===== src/rtl/nibble_ser_pkg.sv =====
// nibble_ser_pkg
//   Shared definitions for the nibble serializer: FSM state encoding and the
//   default parallel word width.
//   No ports (package).
package nibble_ser_pkg;

  localparam int NIBBLE_SER_DEFAULT_W = 4;

  // PARITY is only reachable when NIBBLE_SERIALIZER_PARITY_EN is defined.
  typedef enum logic [1:0] {
    IDLE   = 2'd0,
    SHIFT  = 2'd1,
    PARITY = 2'd2
  } ser_state_t;

endpackage


===== src/rtl/nibble_ser_bitcnt.sv =====
// nibble_ser_bitcnt
//   Bit position counter for one serial frame. Counts up from 0 and saturates
//   at DATA_W-1 so it never wraps inside a frame.
//   Ports:
//     clk         - clock, rising edge
//     reset       - synchronous, active-high; clears the count
//     i_clr       - clear the count to 0 (takes priority over i_en)
//     i_en        - advance the count by one (held once the last bit is reached)
//     o_last      - count is DATA_W-1: the last data bit is on the line
//     o_near_last - count is DATA_W-2: the next bit will be the last data bit
module nibble_ser_bitcnt
  import nibble_ser_pkg::*;
#(
  parameter int DATA_W = NIBBLE_SER_DEFAULT_W
) (
  input  logic clk,
  input  logic reset,
  input  logic i_clr,
  input  logic i_en,
  output logic o_last,
  output logic o_near_last
);

  localparam int CNT_W = $clog2(DATA_W);
  localparam logic [CNT_W-1:0] LAST_IDX = CNT_W'(DATA_W - 1);
  localparam logic [CNT_W-1:0] NEAR_IDX = CNT_W'(DATA_W - 2);

  logic [CNT_W-1:0] r_cnt;

  always_ff @(posedge clk) begin
    if (reset || i_clr) begin
      r_cnt <= '0;
    end else if (i_en && !o_last) begin
      r_cnt <= r_cnt + CNT_W'(1);
    end
  end

  assign o_last      = (r_cnt == LAST_IDX);
  assign o_near_last = (r_cnt == NEAR_IDX);

endmodule


===== src/rtl/nibble_serializer.sv =====
// nibble_serializer
//   Converts a DATA_W-bit parallel word into a serial bit stream, MSB-first or
//   LSB-first per word. Back-to-back words are sent without a gap when the next
//   word is offered in the final cycle of the current frame.
//   Optional feature: define NIBBLE_SERIALIZER_PARITY_EN to append one even
//   parity bit after the data bits (ser_last then marks the parity bit).
//
//   state  | meaning
//   -------+-----------------------------------------------------------
//   IDLE   | no frame in flight, ser_out at IDLE_LEVEL, ready for a word
//   SHIFT  | data bits on ser_out, one per cycle
//   PARITY | even parity of the captured word on ser_out (parity build)
//
//   Ports:
//     clk          - clock, rising edge
//     reset        - synchronous, active-high
//     in_data      - parallel word
//     in_valid     - in_data / in_msb_first are valid
//     in_msb_first - 1: send MSB first, 0: send LSB first
//     in_ready     - a word is accepted this cycle if in_valid is high
//     ser_out      - serial data bit (IDLE_LEVEL when ser_valid is low)
//     ser_valid    - ser_out carries a valid bit
//     ser_last     - final bit of the current frame
//     busy         - a frame is in flight
module nibble_serializer
  import nibble_ser_pkg::*;
#(
  parameter int   DATA_W     = NIBBLE_SER_DEFAULT_W,
  parameter logic IDLE_LEVEL = 1'b0
) (
  input  logic              clk,
  input  logic              reset,
  input  logic [DATA_W-1:0] in_data,
  input  logic              in_valid,
  input  logic              in_msb_first,
  output logic              in_ready,
  output logic              ser_out,
  output logic              ser_valid,
  output logic              ser_last,
  output logic              busy
);

`ifdef NIBBLE_SERIALIZER_PARITY_EN
  localparam bit PARITY_EN = 1'b1;
`else
  localparam bit PARITY_EN = 1'b0;
`endif

  ser_state_t        r_state;
  logic [DATA_W-1:0] r_shreg;
  logic              r_msb_first;
  logic              r_ser_out;
  logic              r_ser_valid;
  logic              r_ser_last;
`ifdef NIBBLE_SERIALIZER_PARITY_EN
  logic              r_parity;
`endif

  logic w_cnt_last;
  logic w_cnt_near_last;
  logic w_frame_end;
  logic w_accept;

  nibble_ser_bitcnt #(
    .DATA_W (DATA_W)
  ) u_bitcnt (
    .clk         (clk),
    .reset       (reset),
    .i_clr       (w_accept),
    .i_en        (r_state == SHIFT),
    .o_last      (w_cnt_last),
    .o_near_last (w_cnt_near_last)
  );

`ifdef NIBBLE_SERIALIZER_PARITY_EN
  assign w_frame_end = (r_state == PARITY);
`else
  assign w_frame_end = (r_state == SHIFT) && w_cnt_last;
`endif

  assign in_ready = !reset && ((r_state == IDLE) || w_frame_end);
  assign w_accept = in_valid && in_ready;

  // The shift register holds only the bits not yet sent; the bit being
  // driven now already sits in r_ser_out, so each shift loads the next one.
  always_ff @(posedge clk) begin
    if (reset) begin
      r_state     <= IDLE;
      r_shreg     <= '0;
      r_msb_first <= 1'b0;
      r_ser_out   <= IDLE_LEVEL;
      r_ser_valid <= 1'b0;
      r_ser_last  <= 1'b0;
`ifdef NIBBLE_SERIALIZER_PARITY_EN
      r_parity    <= 1'b0;
`endif
    end else if (w_accept) begin
      r_state     <= SHIFT;
      r_msb_first <= in_msb_first;
      r_ser_valid <= 1'b1;
      r_ser_last  <= 1'b0;
`ifdef NIBBLE_SERIALIZER_PARITY_EN
      r_parity    <= ^in_data;
`endif
      if (in_msb_first) begin
        r_ser_out <= in_data[DATA_W-1];
        r_shreg   <= {in_data[DATA_W-2:0], 1'b0};
      end else begin
        r_ser_out <= in_data[0];
        r_shreg   <= {1'b0, in_data[DATA_W-1:1]};
      end
    end else begin
      case (r_state)
        SHIFT: begin
          if (!w_cnt_last) begin
            // Next bit is the last data bit; in the parity build the
            // parity cycle carries ser_last instead.
            r_ser_last <= w_cnt_near_last && !PARITY_EN;
            if (r_msb_first) begin
              r_ser_out <= r_shreg[DATA_W-1];
              r_shreg   <= {r_shreg[DATA_W-2:0], 1'b0};
            end else begin
              r_ser_out <= r_shreg[0];
              r_shreg   <= {1'b0, r_shreg[DATA_W-1:1]};
            end
          end else begin
`ifdef NIBBLE_SERIALIZER_PARITY_EN
            r_state     <= PARITY;
            r_ser_out   <= r_parity;
            r_ser_valid <= 1'b1;
            r_ser_last  <= 1'b1;
`else
            r_state     <= IDLE;
            r_ser_out   <= IDLE_LEVEL;
            r_ser_valid <= 1'b0;
            r_ser_last  <= 1'b0;
`endif
          end
        end
`ifdef NIBBLE_SERIALIZER_PARITY_EN
        PARITY: begin
          r_state     <= IDLE;
          r_ser_out   <= IDLE_LEVEL;
          r_ser_valid <= 1'b0;
          r_ser_last  <= 1'b0;
        end
`endif
        default: begin
          r_state     <= IDLE;
          r_ser_out   <= IDLE_LEVEL;
          r_ser_valid <= 1'b0;
          r_ser_last  <= 1'b0;
        end
      endcase
    end
  end

  assign ser_out   = r_ser_out;
  assign ser_valid = r_ser_valid;
  assign ser_last  = r_ser_last;
  assign busy      = (r_state != IDLE);

endmodule


===== config.mk =====
export PLATFORM = sky130hd
export DESIGN_NAME = nibble_serializer
export DESIGN_NICKNAME = d
export VERILOG_FILES = /design/src/rtl/nibble_ser_pkg.sv /design/src/rtl/nibble_ser_bitcnt.sv /design/src/rtl/nibble_serializer.sv
export SDC_FILE = /design/constraint.sdc
export NUM_CORES = 1
export LEC_CHECK = 0
export BUFFER_PORTS_ARGS = -buffer_cell sky130_fd_sc_hd__buf_2
export CORE_AREA = 2 2 39 41
export CTS_CLUSTER_SIZE = 20
export DETAILED_ROUTE_END_ITERATION = 10
export DIE_AREA = 0 0 41 43
export PLACE_DENSITY = 0.74
export SLEW_MARGIN = 20
export SYNTH_ARGS = -nofsm -noshare
export SYNTH_HDL_FRONTEND = slang
export SYNTH_HIERARCHICAL = 1
export SYNTH_SLANG_ARGS = --single-unit

===== constraint.sdc =====
create_clock -name clk -period 2 [get_ports clk]
set_clock_uncertainty 0.2 [all_clocks]
set_input_delay 0.3 -clock clk [delete_from_list [all_inputs] [get_ports clk]]
set_output_delay 0.3 -clock clk [all_outputs]
set_load 0.05 [all_outputs]

# Word level (Yosys, flattened, before mapping)
# Index checks and enable logic that the tools add are counted.
# word_totals
word_cells	41
in_bits	8
ff_bits	11
# op_classes
addsub	1
n_mux	16
n_reduce_logical	12
bitwise	1
n_eq_ne	4
# op_table
op	count
4-bit two-way mux	5
1-bit two-way mux	11
2-bit equality test (second input constant)	2
1-bit logical AND	4
4-bit OR reduction	1
3-bit by 2-bit != test with 1-bit output (second input constant)	1
2-bit by 1-bit adder with 2-bit output (second input constant)	1
1-bit zero test	2
2-bit zero test	1
1-bit logical OR	2
2-bit by 1-bit != test with 1-bit output (second input constant)	1
2-bit AND reduction	1
2-bit nonzero test	1
1-bit NOT	1

# Longest topological paths before layout
# Gate-level depths: netlist of the first run.
# depth
word_depth	7
ltp_mapped	5

# Cells and area by module
# The synthesis of the first run kept the hierarchy.
# by_module_without_submodules
module	cells_per_inst	seq_area_each_um2	area_per_inst_um2	n_inst
nibble_serializer	48	160.2	439.2	1
nibble_ser_bitcnt	10	40.0	117.6	1

# Worst setup path before layout of the first run
# Ideal clock, no wire load.
# synth_path
path_kind	flip-flop to output port
startpoint	reg u_bitcnt.r_cnt[1]
endpoint	out in_ready
n_path_buf	1
slack_ps	-54
t_arrival_ps	1554
required_time_ps	1500
path_stages_with_launch	5
path_cell_list	dfxtp_1 ha_1 and2b_1 buf_4 nor2_1
# synth_via
elab_chain_cells	4
# synth_lines
element	line	source
start: declaration	nibble_ser_bitcnt.sv:28	logic [CNT_W-1:0] r_cnt;
start signal: assignment	nibble_ser_bitcnt.sv:34	r_cnt <= r_cnt + CNT_W'(1);
2-bit equality test	nibble_ser_bitcnt.sv:38	assign o_last = (r_cnt == LAST_IDX);
named net w_cnt_last	nibble_serializer.sv:59	logic w_cnt_last;
1-bit logical AND	nibble_serializer.sv:78	assign w_frame_end = (r_state == SHIFT) && w_cnt_last;
1-bit logical OR	nibble_serializer.sv:81	assign in_ready = !reset && ((r_state == IDLE) || w_frame_end);
1-bit logical AND	nibble_serializer.sv:81	
end: declaration	nibble_serializer.sv:36	output logic in_ready,
# The timed path passes the listed nets, and every way through them passes these cells.

# Worst setup path after layout of the first run
# Ends and elaborated chain as after synthesis.

==> results of run 1 <==
-- layer usage --
layer	track usage, %	wire length, um	share of wire (%)
met5	0	0	0
met4	10.0	24	2.3
met3	4.71	31	2.9
met2	21.6	497	47
met1	21.6	504	48
-- synth_stat cells (2+ instances only) --
cell type,number
a21oi_1,6
nand3_1,3
a2111oi_2,3
buf_4,2
buf_2,2
nor3_1,2
mux2i_1,4
inv_1,2
nand2b_1,3
ha_1,2
nor2_1,3
o21bai_1,2
dfxtp_1,10
-- worst reg2reg max path, stage by stage (launching register included) --
cell and delay [ns]:
dfxtp_1 0.42, ha_4 0.18, and2b_1 0.25, buf_4 0.18, nor3_1 0.27, nor3_1 0.11
-- cells by family (layout without fill, tap and decap cells) --
family                   Yosys count  after routing  synth area share [%]
AND/OR/NAND/NOR                   17             17                  18.2
AO/OA/AOI/OAI                     14             14                  20.0
flip-flops                        10             10                  36.0
buffers and inverters              8             18                  8.54
multiplexers                       6              6                  11.2
adder cells (fa/ha/maj)            2              2                  4.49
XOR/XNOR                           1              1                  1.57
-- through the flow --
| step | hold slack [ns] | cell area, um2 | setup WS [ns] |
|---|---|---|---|
| after floorplan | 0.169 | 559 | 0.177 |
| after global placement | 0.313 | 607 | 0.282 |
| after detailed placement | 0.321 | 607 | 0.239 |
| after CTS | 0.129 | 632 | 0.0291 |
| after global routing | 0.130 | 644 | 0.0238 |
| final | 0.123 | 644 | 0.0947 |
-- cell type report --
type | instances | area share [%]
well taps | 16 | 3.11
repair buffers | 13 | 10.9
inverters | 2 | 1.17
multi-input cells | 40 | 50.3
clock buffers | 3 | 3.50
flip-flops and latches | 10 | 31.1
-- how the worst min path moves through the flow --
stage / end / from / slack [ns] / depth (start not counted)
3_5_place_dp: r_shreg[0]$_SDFFE_PP0P_ / r_shreg[1]$_SDFFE_PP0P_ / 0.32 / 2
4_1_cts: r_shreg[3]$_SDFFE_PP0P_ / in_data[2] / 0.13 / 3
2_1_floorplan: u_bitcnt/r_cnt[1]$_SDFFE_PP0P_ / reset / 0.17 / 1
6_report: r_shreg[3]$_SDFFE_PP0P_ / in_data[2] / 0.12 / 3
5_1_grt: r_shreg[3]$_SDFFE_PP0P_ / in_data[2] / 0.13 / 3
3_3_place_gp: r_shreg[0]$_SDFFE_PP0P_ / r_shreg[1]$_SDFFE_PP0P_ / 0.31 / 2
-- flip-flops by register name (all words and copies together) (netlist names) --
signal / cells
r_msb_first: 1
ser_last: 1
r_shreg: 4
u_bitcnt/r_cnt: 2
r_state: 1
ser_out: 1
-- power breakdown --
group | switching [mW] | internal [mW]
sequential | 0.0161 | 0.214
clock | 0.0686 | 0.0696
combinational | 0.0654 | 0.0445
-- repair_timing --
action / in CTS / in global routing
setup endpoints to repair: 1 / 1
gates resized for setup: 1 / 2
pin swaps: 0 / 0
==> run metrics, run 1 <==
Residual DRC 0; Slew headroom 77.4%; post-CTS setup buffer count 0; Post-Synthesis Net Count 68; Yosys top cell area share around 36%; RSZ-0062 raised after global routing no; Chip Width 41 um; Worst Path Arrival between 1 and 1.5 ns; Pwr Density 743 nW/um2; Worst EP required 1.50 ns; CP startpoint kind register; status completed; final core occ 46.6%; syn_area_per_cell 9.60 um2; r2r startpoint u_bitcnt/r_cnt[1]$_SDFFE_PP0P_; FFs w/ async S/R, synth 0%; Die ar. 1760 um2; Worst-Margin Slew 0.336 ns; crit path launch u_bitcnt/r_cnt[1]$_SDFFE_PP0P_; FF+latch count, synth 10; global-route usage over all layers 16.1%; yosys warns 6; prevailing post-synth register cell dfxtp_1; root buf cell clkbuf_4; core area approximately 1400 um2; Peak VDD IR 0.277 mV; Crit path largest cell delay approximately 0.42 ns; vias per inst 5.19; multi-input logic area around 320 um2; synth unique cells 27; setup tns final 0 ns; GR Overflow Total 0; most frequent cells in the layout 11 x buf_2, 10 x dfxtp_1, 6 x a21oi_1; Reg clk slew, reported paths ~0.060 ns; CTS H-tree depth 1; Antenna Violating Nets Remaining 0; fin. max-slew vios 0; DP Cell Count 81; Syn Inst Count 58; Critical-path top delay cell dfxtp_1; Nets 80; synthesized cell area 557 um2; clk buf depth 2; cts hold-fix bufs 0; fmax 525 MHz; worst hold path class input pin to register; clock tree from TritonCTS yes; Non-Filler Instances 84; initial core utilization 40.2%; crit-path leading delay family flip-flops; CP endpoint kind output pin; Final min period 1.91 ns; critical path depth 4; Worst Reg-to-Reg Cells 5; initial drt markers 4; Seq. cell area approximately 200 um2; first-pass GRT wire length 1860 um; synthesis-to-layout area growth 15.7%; Fillers 140; number of buffers created by CTS 3; Seq/Total Area, Yosys 36.0%; synth top area cells dfxtp_1 36%, a2111oi_2 8.1%, mux2i_1 7.2%; post-route total power 0.479 mW; die height 43 um; I/O pin total 13; DRT Pass-1 Iters 4; Post-synth EDFFs 0; number of diodes 0; port buffer count 12; final WL 1060 um; RR Endpoint u_bitcnt/r_cnt[0]$_SDFFE_PP0P_; Max Cap Viol 0; share of layout cells above drive strength 1 35.3%; worst setup path endpoint in_ready; DP HPWL 796 um; area leader, netlist dfxtp_1; final hold vios 0; Clock Sinks 10; std cell rows 14; vias in the first global route 438; LEAKAGE 0.258 nW; Crit Path Class register to output pin; Crit path buffers/inverters 1; CP max FO 5; Worst-Skew Late Latency between 0.2 and 0.3 ns; commonest non-fill, non-tap cell in the layout buf_2; initial antenna violation count 0; wire length per cell 12.6 um; CP cell instances ha_4 -> and2b_1 -> nor2_2 -> buf_4; Final Wtd Congestion 0.795; final-report setup violation count 0; R2R Setup Slk 0.27 ns; largest net degree at the start of global routing 14; Tcrit/Tclk final 95.3%; via count around 440
No activity file was read; power rests on OpenSTA's default activity.
==> inputs of run 2 (changes only) <==
==> constraint.sdc (replaced) <==
create_clock -name clk -period 2 [get_ports clk]
set_clock_uncertainty 0.2 [all_clocks]
set_input_delay 0.4 -clock clk [delete_from_list [all_inputs] [get_ports clk]]
set_output_delay 0.4 -clock clk [all_outputs]
set_load 0.05 [all_outputs]
==> run 2 against run 1 <==
Register-to-register slack better by 0.04 ns. Non-clock buffer count unchanged. Count of clock-buffer cells in the layout unchanged. Cell count unchanged. Core utilization down 0.72 points. Critical endpoint unchanged.
==> run metrics, run 2 (synthesis results as in run 1) <==
final hold vios 0 (unchanged); cts hold-fix bufs 0 (unchanged); Worst Reg-to-Reg Cells 5 (unchanged); most frequent cells in the layout 11 x buf_2, 10 x dfxtp_1, 6 x a21oi_1; hold slack 0.232 ns (+0.109 ns); Nets 80 (unchanged); switch share 31.2% (-0.18 points); wire length per cell 11.9 um (-5.1%); CP max FO 3 (-2); fmax 517 MHz (-1.5%); largest net degree at the start of global routing 14 (unchanged); worst hold path class input pin to register; top flop regs r_shreg (4), u_bitcnt/r_cnt (2); GR Overflow Total 0 (unchanged); Reg power frac 47.7% (-0.5 points); Residual DRC 0 (unchanged); post-CTS setup buffer count 0 (unchanged); Tcrit/Tclk final 96.7% (+1.5 points); LEAKAGE 0.257 nW (-0.25%); grt met2 use 20.9% (-0.63 points); met3 usage 3.14% (-1.6 points); std cell rows 14 (unchanged); status completed; Seq. cell area 200 um2 (unchanged); clock share of power 29.3% (+0.4 points); worst hold stages 3 (unchanged); Worst Hold Endpoint r_shreg[3]$_SDFFE_PP0P_; Crit Path Class register to output pin; vias per inst 5.26 (+1.4%); synthesis-to-layout area growth 13.9%; Antenna Violating Nets Remaining 0 (unchanged); R2R Setup Slk 0.31 ns (+0.04 ns); register with the most flip-flops r_shreg; GRT busiest layer met2; post-CTS sizing 1 (unchanged); r2r startpoint u_bitcnt/r_cnt[1]$_SDFFE_PP0P_; initial drt markers 10 (+6); met1 GRT Util 19.3% (-2.4 points); Clock Sinks 10 (unchanged); RR Endpoint u_bitcnt/r_cnt[0]$_SDFFE_PP0P_; Worst-Skew Late Latency 0.27 ns (about the same); CTS H-tree depth 1 (unchanged); Slew headroom 76.4% (-0.96 points); Reg clk slew, reported paths 0.07 ns (about the same); first-pass GRT wire length 1770 um (-5.2%); Die ar. 1760 um2 (unchanged); Peak VDD IR 0.319 mV (+15%); port buffer count 12 (unchanged); design area 634 um2 (-1.6%); Worst-Margin Slew 0.351 ns (+0.0143 ns); die height 43 um (unchanged); share of layout cells above drive strength 1 35.3% (unchanged); DP HPWL 801 um (+0.63%); fin. max-slew vios 0 (unchanged); Pwr Density 752 nW/um2 (+1.2%); Post-DP Area 607 um2 (unchanged); pre-CTS setup slack 0.271 ns (+0.0320 ns); clock tree from TritonCTS yes; clk buf depth 2 (unchanged); number of buffers created by CTS 3 (unchanged); initial antenna violation count 0 (unchanged); Chip Width 41 um (unchanged); commonest non-fill, non-tap cell in the layout buf_2; final-report setup violation count 0 (unchanged); initial core utilization 40.2% (unchanged); vias in the first global route 435 (-0.68%); multi-input logic area 314 um2 (-3.1%); Worst EP required 1.40 ns (-0.10 ns); Fillers 136 (-2.9%); global-route usage over all layers 14.7% (-1.3 points); I/O pin total 13 (unchanged); Final Wtd Congestion 0.782 (-1.6%); Final min period 1.93 ns (+0.0297 ns); Comb power frac 23.0% (about the same); Hold Startpoint in_data[2]; final WL 1000 um (-5.1%); Max Cap Viol 0 (unchanged); CP startpoint kind register; Int Power 0.328 mW (about the same); number of diodes 0 (unchanged); Largest register FFs 4 (unchanged); via count 442 (+1.4%); CP endpoint kind output pin; Final WS setup 0.0650 ns (-0.0297 ns); Worst Path Arrival 1.33 ns (-0.08 ns); root buf cell clkbuf_4; core area 1380 um2 (unchanged); Psw 0.149 mW (-0.94%); DRT Pass-1 Iters 4 (unchanged)
run 2: cell types whose count changed in the layout (fill, tap and decap cells not counted):
cell	change
ha_2	+1
ha_4	-1
run 2: worst max path at each step:
stage | from | to | slack (ns) | cells after the start
after CTS | u_bitcnt/r_cnt[1]$_SDFFE_PP0P_ | in_ready | 0.04 | 4
after detailed placement | u_bitcnt/r_cnt[1]$_SDFFE_PP0P_ | in_ready | 0.27 | 4
after global routing | u_bitcnt/r_cnt[1]$_SDFFE_PP0P_ | in_ready | -0.004 | 4
after floorplan | u_bitcnt/r_cnt[1]$_SDFFE_PP0P_ | in_ready | 0.08 | 4
after global placement | u_bitcnt/r_cnt[1]$_SDFFE_PP0P_ | in_ready | 0.29 | 4
final | u_bitcnt/r_cnt[1]$_SDFFE_PP0P_ | in_ready | 0.07 | 4
run 2: per-stage QoR:
step | power [mW] | setup TNS (ns) | utilization (%) | cells
after floorplan | 0.320 | 0 | - | 58
after global placement | 0.338 | 0 | 43.9 | 81
after detailed placement | 0.341 | 0 | 43.9 | 81
after CTS | 0.477 | 0 | 45.7 | 84
after global routing | 0.497 | -0.00448 | 45.8 | 84
final | 0.477 | 0 | 45.8 | 84
run 2: routing by layer:
layer	part of all wire (%)	vias up
met5	0	-
li1	-	225
met2	50	9
met3	3.5	2
met1	44	206
met4	1.6	0
run 2: final cells by class:
type,instances,share of cell area [%]
multi-input cells,40,49.5
flip-flops and latches,10,31.6
repair buffers,13,11.0
clock buffers,3,3.55
well taps,16,3.16
inverters,2,1.18
run 2: power by group through the flow:
stage,registers [mW],logic [mW],clock network [mW]
floorplan,0.238,0.0818,0
global placement,0.231,0.107,0
detailed placement,0.232,0.109,0
CTS,0.227,0.110,0.140
global route,0.230,0.120,0.147
finish,0.228,0.110,0.140
run 2: critical path: stages (launching register included):
cell and delay, ns:
dfxtp_1 0.37, ha_2 0.23, and2b_1 0.20, nor2_2 0.07, buf_4 0.19
